[config.mk]
export PLATFORM = sky130hd
export DESIGN_NAME = mips_ctrl_sequencer
export DESIGN_NICKNAME = d
export VERILOG_FILES = /design/src/rtl/mips_ctrl_pkg.sv /design/src/rtl/mips_moc_watchdog.sv /design/src/rtl/mips_ctrl_sequencer.sv
export SDC_FILE = /design/constraint.sdc
export NUM_CORES = 1
export LEC_CHECK = 0
export BUFFER_PORTS_ARGS = -buffer_cell sky130_fd_sc_hd__buf_2
export CORE_UTILIZATION = 30
export CTS_CLUSTER_SIZE = 10
export DETAILED_ROUTE_END_ITERATION = 10
export MAX_ROUTING_LAYER = met4
export RECOVER_POWER = 50
export SKIP_LAST_GASP = 1
export SYNTH_ARGS = -nofsm -noshare
export SYNTH_HDL_FRONTEND = slang
export SYNTH_SLANG_ARGS = --single-unit
[constraint.sdc]
create_clock -name clk -period 1.9 [get_ports clk]
set_input_delay 0.285 -clock clk [delete_from_list [all_inputs] [get_ports clk]]
set_output_delay 0.285 -clock clk [all_outputs]
set_load 0.05 [all_outputs]
[src/rtl/mips_ctrl_pkg.sv]
// Shared encodings for the multicycle MIPS control sequencer: state numbers,
// opcode constants and the wait-state classifier.
package mips_ctrl_pkg;

    typedef enum logic [4:0] {
        ST_FETCH0     = 5'd0,
        ST_FETCH1     = 5'd1,
        ST_FETCH2     = 5'd2,
        ST_FETCH_WAIT = 5'd3,
        ST_DECODE     = 5'd4,
        ST_RTYPE      = 5'd5,
        ST_ADDI       = 5'd6,
        ST_SLTI       = 5'd7,
        ST_ANDI       = 5'd8,
        ST_ORI        = 5'd9,
        ST_XORI       = 5'd10,
        ST_LUI        = 5'd11,
        ST_BRANCH     = 5'd12,
        ST_JUMP       = 5'd13,
        ST_LOAD_ADDR  = 5'd14,
        ST_LW_RD      = 5'd15,
        ST_LW_WAIT    = 5'd16,
        ST_LOAD_WB    = 5'd17,
        ST_STORE_ADDR = 5'd18,
        ST_SW_WR      = 5'd19,
        ST_SW_WAIT    = 5'd20,
        ST_STORE_DONE = 5'd21,
        ST_BR_DONE    = 5'd22,
        ST_LB_RD      = 5'd23,
        ST_LB_WAIT    = 5'd24,
        ST_SB_WR      = 5'd25,
        ST_SB_WAIT    = 5'd26,
        ST_TRAP_ILL   = 5'd27,
        ST_TRAP_BUS   = 5'd28
    } state_e;

    localparam logic [5:0] OP_RTYPE = 6'b000000;
    localparam logic [5:0] OP_BLTZ  = 6'b000001;
    localparam logic [5:0] OP_J     = 6'b000010;
    localparam logic [5:0] OP_JAL   = 6'b000011;
    localparam logic [5:0] OP_BEQ   = 6'b000100;
    localparam logic [5:0] OP_BNE   = 6'b000101;
    localparam logic [5:0] OP_BLEZ  = 6'b000110;
    localparam logic [5:0] OP_BGTZ  = 6'b000111;
    localparam logic [5:0] OP_ADDI  = 6'b001000;
    localparam logic [5:0] OP_ADDIU = 6'b001001;
    localparam logic [5:0] OP_SLTI  = 6'b001010;
    localparam logic [5:0] OP_SLTIU = 6'b001011;
    localparam logic [5:0] OP_ANDI  = 6'b001100;
    localparam logic [5:0] OP_ORI   = 6'b001101;
    localparam logic [5:0] OP_XORI  = 6'b001110;
    localparam logic [5:0] OP_LUI   = 6'b001111;
    localparam logic [5:0] OP_LB    = 6'b100000;
    localparam logic [5:0] OP_LH    = 6'b100001;
    localparam logic [5:0] OP_LW    = 6'b100011;
    localparam logic [5:0] OP_LBU   = 6'b100100;
    localparam logic [5:0] OP_LHU   = 6'b100101;
    localparam logic [5:0] OP_SB    = 6'b101000;
    localparam logic [5:0] OP_SH    = 6'b101001;
    localparam logic [5:0] OP_SW    = 6'b101011;
    localparam logic [5:0] OP_SD    = 6'b111111;

    function automatic logic is_wait_state(input logic [4:0] s);
        return (s == ST_FETCH_WAIT) || (s == ST_LW_WAIT) || (s == ST_SW_WAIT) ||
               (s == ST_LB_WAIT)    || (s == ST_SB_WAIT);
    endfunction

endpackage

[src/rtl/mips_moc_watchdog.sv]
// Counts consecutive wait-state cycles with moc low and flags expiry on the
// cycle that would exceed MOC_TIMEOUT; MOC_TIMEOUT of 0 never expires.
module mips_moc_watchdog #(
    parameter int MOC_TIMEOUT = 16,
    parameter int CNT_W       = 8
) (
    input  logic clk,
    input  logic rst_n,
    input  logic in_wait,
    input  logic moc,
    output logic expired
);

    localparam logic [CNT_W-1:0] LIMIT = CNT_W'((MOC_TIMEOUT == 0) ? 0 : MOC_TIMEOUT - 1);

    logic [CNT_W-1:0] wdog;
    logic             stalled;

    always_comb begin
        stalled = in_wait && !moc;
        expired = (MOC_TIMEOUT != 0) && stalled && (wdog == LIMIT);
    end

    // An expiry or a moc=1 cycle always leaves the wait state, so both clear.
    always_ff @(posedge clk or negedge rst_n) begin
        if (!rst_n) begin
            wdog <= '0;
        end else if (stalled && !expired) begin
            wdog <= wdog + CNT_W'(1);
        end else begin
            wdog <= '0;
        end
    end

endmodule

[src/rtl/mips_ctrl_sequencer.sv]
// Registered multicycle MIPS control sequencer: state register, opcode latch
// and next-state decode with MOC watchdog and trap states.
module mips_ctrl_sequencer
    import mips_ctrl_pkg::*;
#(
    parameter int STATE_W     = 5,
    parameter int MOC_TIMEOUT = 16,
    parameter int CNT_W       = 8
) (
    input  logic               clk,
    input  logic               rst_n,
    input  logic [5:0]         opcode,
    input  logic               moc,
    input  logic               stall,
    input  logic               trap_ack,
    output logic [STATE_W-1:0] state,
    output logic               mem_wait,
    output logic               trap_illegal,
    output logic               trap_buserr
);

    logic [STATE_W-1:0] state_q;
    logic [5:0]         opcode_q;
    state_e             cur_st;
    state_e             state_nxt;
    logic               legal;
    logic               in_wait;
    logic               expired;

    // Encodings above 28, including any upper bits when STATE_W > 5, are illegal.
    always_comb begin
        legal   = ((state_q >> 5) == '0) && (state_q[4:0] <= 5'd28);
        cur_st  = state_e'(state_q[4:0]);
        in_wait = legal && is_wait_state(state_q[4:0]);
    end

    mips_moc_watchdog #(
        .MOC_TIMEOUT (MOC_TIMEOUT),
        .CNT_W       (CNT_W)
    ) u_wdog (
        .clk     (clk),
        .rst_n   (rst_n),
        .in_wait (in_wait),
        .moc     (moc),
        .expired (expired)
    );

    always_comb begin
        state_nxt = ST_FETCH0;
        if (legal) begin
            case (cur_st)
                ST_FETCH0:     state_nxt = ST_FETCH1;
                ST_FETCH1:     state_nxt = stall ? ST_FETCH1 : ST_FETCH2;
                ST_FETCH2:     state_nxt = ST_FETCH_WAIT;
                ST_FETCH_WAIT: state_nxt = moc ? ST_DECODE :
                                           (expired ? ST_TRAP_BUS : ST_FETCH_WAIT);
                ST_DECODE: begin
                    case (opcode)
                        OP_RTYPE:                  state_nxt = ST_RTYPE;
                        OP_ADDI, OP_ADDIU:         state_nxt = ST_ADDI;
                        OP_SLTI, OP_SLTIU:         state_nxt = ST_SLTI;
                        OP_ANDI:                   state_nxt = ST_ANDI;
                        OP_ORI:                    state_nxt = ST_ORI;
                        OP_XORI:                   state_nxt = ST_XORI;
                        OP_LUI:                    state_nxt = ST_LUI;
                        OP_BLTZ, OP_BEQ, OP_BNE,
                        OP_BLEZ, OP_BGTZ:          state_nxt = ST_BRANCH;
                        OP_J, OP_JAL:              state_nxt = ST_JUMP;
                        OP_LB, OP_LH, OP_LW,
                        OP_LBU, OP_LHU:            state_nxt = ST_LOAD_ADDR;
                        OP_SB, OP_SH, OP_SW, OP_SD: state_nxt = ST_STORE_ADDR;
                        default:                   state_nxt = ST_TRAP_ILL;
                    endcase
                end
                ST_RTYPE, ST_ADDI, ST_SLTI, ST_ANDI, ST_ORI, ST_XORI, ST_LUI,
                ST_JUMP, ST_LOAD_WB, ST_STORE_DONE, ST_BR_DONE:
                               state_nxt = ST_FETCH1;
                ST_BRANCH:     state_nxt = ST_BR_DONE;
                // Memory sub-decodes use the latched opcode; IR may already have moved.
                ST_LOAD_ADDR: begin
                    case (opcode_q)
                        OP_LW, OP_LH, OP_LHU: state_nxt = ST_LW_RD;
                        OP_LB, OP_LBU:        state_nxt = ST_LB_RD;
                        default:              state_nxt = ST_TRAP_ILL;
                    endcase
                end
                ST_STORE_ADDR: begin
                    case (opcode_q)
                        OP_SD, OP_SW, OP_SH:  state_nxt = ST_SW_WR;
                        OP_SB:                state_nxt = ST_SB_WR;
                        default:              state_nxt = ST_TRAP_ILL;
                    endcase
                end
                ST_LW_RD:      state_nxt = ST_LW_WAIT;
                ST_SW_WR:      state_nxt = ST_SW_WAIT;
                ST_LB_RD:      state_nxt = ST_LB_WAIT;
                ST_SB_WR:      state_nxt = ST_SB_WAIT;
                ST_LW_WAIT:    state_nxt = moc ? ST_LOAD_WB :
                                           (expired ? ST_TRAP_BUS : ST_LW_WAIT);
                ST_LB_WAIT:    state_nxt = moc ? ST_LOAD_WB :
                                           (expired ? ST_TRAP_BUS : ST_LB_WAIT);
                ST_SW_WAIT:    state_nxt = moc ? ST_STORE_DONE :
                                           (expired ? ST_TRAP_BUS : ST_SW_WAIT);
                ST_SB_WAIT:    state_nxt = moc ? ST_STORE_DONE :
                                           (expired ? ST_TRAP_BUS : ST_SB_WAIT);
                ST_TRAP_ILL:   state_nxt = trap_ack ? ST_FETCH0 : ST_TRAP_ILL;
                ST_TRAP_BUS:   state_nxt = trap_ack ? ST_FETCH0 : ST_TRAP_BUS;
                default:       state_nxt = ST_FETCH0;
            endcase
        end
    end

    always_ff @(posedge clk or negedge rst_n) begin
        if (!rst_n) begin
            state_q  <= '0;
            opcode_q <= '0;
        end else begin
            state_q <= STATE_W'(state_nxt);
            if (legal && (cur_st == ST_DECODE)) begin
                opcode_q <= opcode;
            end
        end
    end

    always_comb begin
        state        = state_q;
        mem_wait     = in_wait;
        trap_illegal = (state_q == STATE_W'(ST_TRAP_ILL));
        trap_buserr  = (state_q == STATE_W'(ST_TRAP_BUS));
    end

endmodule
* Word-level counts from Yosys, hierarchy flattened
Memories as Yosys holds them, arrays and structs flattened.
Cells that the tools add are included.
** Operators by class
- Add/subtract/negate cells :: 1
- Mux-type cells :: 18
- Equality and inequality tests :: 38
- Reduce and logical (&&, ||, !) cells :: 16
- $lt $le $gt $ge :: 1
** Operators by type and width (count)
- 5-bit case mux with 18 select lines :: 1
- 5-bit == test, second input constant :: 13
- 6-bit == test, second input constant :: 9
- 5-bit by 4-bit == test with 1-bit output, second input constant :: 8
- 5-bit two-way mux :: 5
- 4-bit two-way mux :: 6
- 5-bit by 3-bit == test with 1-bit output, second input constant :: 4
- 12-bit OR reduction :: 1
- 5-bit by 2-bit == test with 1-bit output, second input constant :: 2
- 5-bit case mux with 2 select lines :: 1
- 8-bit by 1-bit adder with 8-bit output, second input constant :: 1
- 8-bit by 4-bit == test with 1-bit output, second input constant :: 1
- 8-bit two-way mux :: 1
- 4-bit case mux with 2 select lines :: 1
- 3-bit two-way mux :: 2
- 3-bit OR reduction :: 2
- 5-bit by 1-bit == test with 1-bit output, second input constant :: 1
- 5-bit <= comparator, second input constant :: 1
- 1-bit logical AND :: 5
- 5-bit logical NOT :: 1
- 1-bit logical OR :: 4
- 1-bit logical NOT :: 2
- 2-bit two-way mux :: 1
- 2-bit OR reduction :: 1
** Storage, ports and cells
- Input bits :: 11
- Bits in read-only memories :: 320
- Word-level logic and storage cells :: 78
- Memories :: 1
- Flip-flop bits (word level) :: 19
** Memory list
- (no name shown) :: words 64, width 5, rd ports 1, clocked after Yosys merged registers in 0, write ports 0, line mips_ctrl_sequencer.sv:58 : case (opcode)

* Logic depth before layout (Yosys ltp)
- Depth after elaboration :: 12
- Gate-level depth with buffers :: 7
- Gate-level depth less buffers :: 5

* Cells and area by module
A second synthesis with hierarchy kept.
** Second synthesis, totals
- Cells, all modules :: 183
- Area total of the unflattened synthesis :: 1472.7 µm²
** Modules (own cells, without submodules)
- mips_ctrl_sequencer :: area an instance 1077.3 µm², cells each 143, instances 1
- mips_moc_watchdog :: area an instance 395.4 µm², cells each 40, instances 1

* Worst setup path before layout
OpenSTA, ideal clock, no wires.
- Path kind :: register -> output
- Start point :: reg state_q[1] (netlist: state[1])
- End point :: out trap_illegal
- Arrival time :: 2151 ps
- Required time :: 1615 ps
- Cell stages (with the launch flop) :: 5
- Setup slack :: -536 ps
- Cell sequence :: dfrtp_1 -> buf_4 -> and2b_1 -> nand2_1 -> nor3_1
** Between the ends
- Cells in the longest elaborated chain, start to end :: 1
** Ends and longest elaborated chain
- start, declared :: line mips_ctrl_sequencer.sv:22 : logic [STATE_W-1:0] state_q;
- start signal, assigned :: line mips_ctrl_sequencer.sv:118 : state_q <= STATE_W'(state_nxt);
- 5-bit == test :: line mips_ctrl_sequencer.sv:128 : trap_illegal = (state_q == STATE_W'(ST_TRAP_ILL));
- end, declared :: line mips_ctrl_sequencer.sv:18 : output logic trap_illegal,
Every way passes these cells.

* Final worst setup path
- Start point :: reg state_q[0] (netlist: state[0])
- End point :: out mem_wait
** Between the ends
- Cells in the longest elaborated chain, start to end :: 6
- Elaborated cells between the ends (all ways) :: 11
- Those cells by class :: 1 x order compare; 5 x eq/ne; 5 x reduce/logical
** Ends and longest elaborated chain
- 5-bit by 2-bit == test with 1-bit output or 5-bit == test (tied branches) :: line mips_ctrl_pkg.sv:64 : return (s == ST_FETCH_WAIT) || (s == ST_LW_WAIT) || (s == ST_SW_WAIT) ||
- 1-bit logical OR (3 in series) :: line mips_ctrl_pkg.sv:64
- 1-bit logical OR :: line mips_ctrl_pkg.sv:65 : (s == ST_LB_WAIT) || (s == ST_SB_WAIT);
- 1-bit logical AND (*) :: line mips_ctrl_sequencer.sv:34 : in_wait = legal && is_wait_state(state_q[4:0]);
- end, declared :: line mips_ctrl_sequencer.sv:17 : output logic mem_wait,
Every way passes the cells marked *; elsewhere a longest branch is shown, timed or not.

==> out/metrics.yaml <==
row_count: 24
grt-ovfl-total: 0
core_um2: 4504
synthCells: 174
fillerInstances: 474
htreeDepth: 1
die-width_um: 71.53
slew_headroom_pct: 34.05
p_leak_uw: 0.0006848
cts.clk_slew.worst_paths_ps: 70
antenna_found_initial: 0
drt-met1-wl_um: 1948
endpoint_kind: "primary output"
numCtsBuffers: 3
pin_count: 19
clock_sinks: 19
drt_pass1_iterations: 4
multiInputGateArea_um2: 898.4
hpwl_um: 2645
placed_area_um2: 1587
syn_nets: 186
grt_pass1_wl_um: 6285
vias: 1394
viasPerCell: 5.576
synth-seq-area-share_pct: 32.79
status: "finished clean"
finalCritPeriodShare_pct: 96.77
ctsRootBufferMaster: "clkbuf_8"
final.setup_skew_ps: 4.078
critPathRequiredTime_ps: 1620
synth_flop_cell: "dfrtp_1"
wl_met3_um: 153
synth_warnings: 0
yosysTopAreaCell: "dfrtp_1"
grt_max_degree: 21
start_kind: "flop"
synthDistinctLibCells: 48
cts_buffer_depth: 2
drive_gt1_share_pct: 27.27
cts_tree: "yes"
met2_length_um: 1593
register_area_um2: 484.2
period_minus_slack_ps: 1839
drv_slew: 0
avgSynthCellArea_um2: 8.334
synth_edf_count: 0
drc: 0
drt_wl_total_um: 3706
setup_viol: 0
synthArstFlopShare_pct: 100.0
place_congestion: 0.8549
ant_nets: 0
setup_tns_ps: 0
top_layer_used: "met4"
hold_viol_final: 0
grt_pass1_vias: 1291
power_density_nw_per_um2: 1303
crit_arrival_ps: 1550
track_usage_pct: 16.15
synth_seq_cells: 19
holdCritPathClass: "in2reg"
area_growth_pct: 18.03
max_cap_violations: 0
die_h_um: 71.53
antenna_cells: 0
ir_drop_mv: 0.6702
tightest_slew_ps: 989.2
max_freq_mhz: 543.9
syn_area_um2: 1450
worstSetupPathType: "reg2out"
cp_max_fo: 9
die_area_um2: 5116
synthDominantCellAreaShare_pct: 32.79
drtIter0Drc: 133
clock_latency_ps: 250
port_buffers: 18
yosys-top-cells-area: "dfrtp_1, mux2_2, nor2_1, nand3_1, nand2_1"
rsz0062_at_grt: "yes"
routedWlPerCell_um: 14.82
fin_area_um2: 1712
start_util_pct: 32.19
fin_nets: 211
layout by cell type, fill, tap and decap left out, types with 5 or more instances in the layout:
cell type,count
a21oi_1,8
a31oi_1,6
buf_2,13
buf_4,12
dfrtp_1,14
inv_1,5
mux2_2,6
nand2_1,13
nand2b_1,8
nand3_1,11
nor2_1,16
nor3_1,7
o21ai_0,7
worst max-delay path: stages (launching register included):
cell      delay (ps)
dfrtp_2          440
and2b_1          260
a32oi_2          310
nand2_4           80
clkbuf_4         220
through the flow:
stage               hold slack (ps)  total power (uW)  worst slack [ps]  util, %  cells
floorplan                    -10.59              1597             28.84        -    174
global placement              247.9              1836             173.5    35.22    238
detailed placement            250.2              1832             162.2    35.22    238
CTS                           360.8              2181             1.324    37.31    247
global route                  374.4              2387            -13.21    38.00    250
finish                        370.2              2230             61.30    38.00    250
path summary, 6_finish.rpt:
| check | end | slack [ps] | cells after the start | startpoint |
|---|---|---|---|---|
| min in group asynchronous | u_wdog.wdog[6] | 710 | 2 | rst_n |
| worst min-delay path | opcode_q[4] | 370 | 2 | opcode[4] |
| worst max-delay path | mem_wait | 60 | 4 | state[0] |
| worst max register to register | state[4] | 190 | 6 | state[3] |
| worst min register to register | u_wdog.wdog[0] | 450 | 1 | u_wdog.wdog[0] |
| max in group asynchronous | state[4] | 480 | 2 | rst_n |
area by class of cell:
class | count | share of cell area [%]
inverters | 5 | 1.096
multi-input cells | 138 | 52.49
repair buffers | 32 | 11.62
well taps | 52 | 3.801
clock inverters | 1 | 0.2924
clock buffers | 3 | 2.412
flip-flops and latches | 19 | 28.29
state kept, by name, indices dropped and copies added (netlist names):
| name | count |
|---|---|
| u_wdog.wdog | 8 |
| opcode_q | 6 |
| state | 5 |
repair_timing:
action	CTS	global route
gates resized for setup	2	4
hold buffers	1	0
pin swaps	0	1
hold endpoints to repair	19	0
buffers inserted	4	3
setup endpoints to repair	1	2
power by group:
group | total, uW | leakage, uW | switching [uW] | internal, uW
clock | 277 | 0.0000255 | 131 | 146
sequential | 707 | 0.000244 | 184 | 523
combinational | 1250 | 0.000415 | 741 | 505
cells by family after synthesis:
logic type | after synthesis | share of synthesized area, %
AO/OA/AOI/OAI | 44 | 20.97
XOR/XNOR | 6 | 3.624
buffers and inverters | 17 | 7.161
flip-flops | 19 | 32.79
multiplexers | 6 | 4.659
AND/OR/NAND/NOR | 81 | 29.94
adder cells (fa/ha/maj) | 1 | 0.8627
routing by layer:
layer | vias to the layer above | GRT usage [%]
met4 | 0 | 1.961
met2 | 37 | 22.86
met5 | - | -
met3 | 2 | 4.079
li1 | 686 | -
met1 | 669 | 23.84
cells in the mapped netlist, types with 2 or more instances:
cell	n
dfrtp_1	19
nor2_1	17
nand2_1	14
nand3_1	12
a21oi_1	8
nand2b_1	8
nor3_1	8
o21ai_0	7
a31oi_1	6
mux2_2	6
buf_2	5
inv_1	5
and3_1	4
buf_6	4
nor2b_1	4
nor4_1	4
xnor2_1	4
a211oi_1	2
a41oi_1	2
and2b_1	2
clkbuf_1	2
o211ai_1	2
o22ai_1	2
o311ai_1	2
xor2_1	2
(Power assumes the default switching activity.)
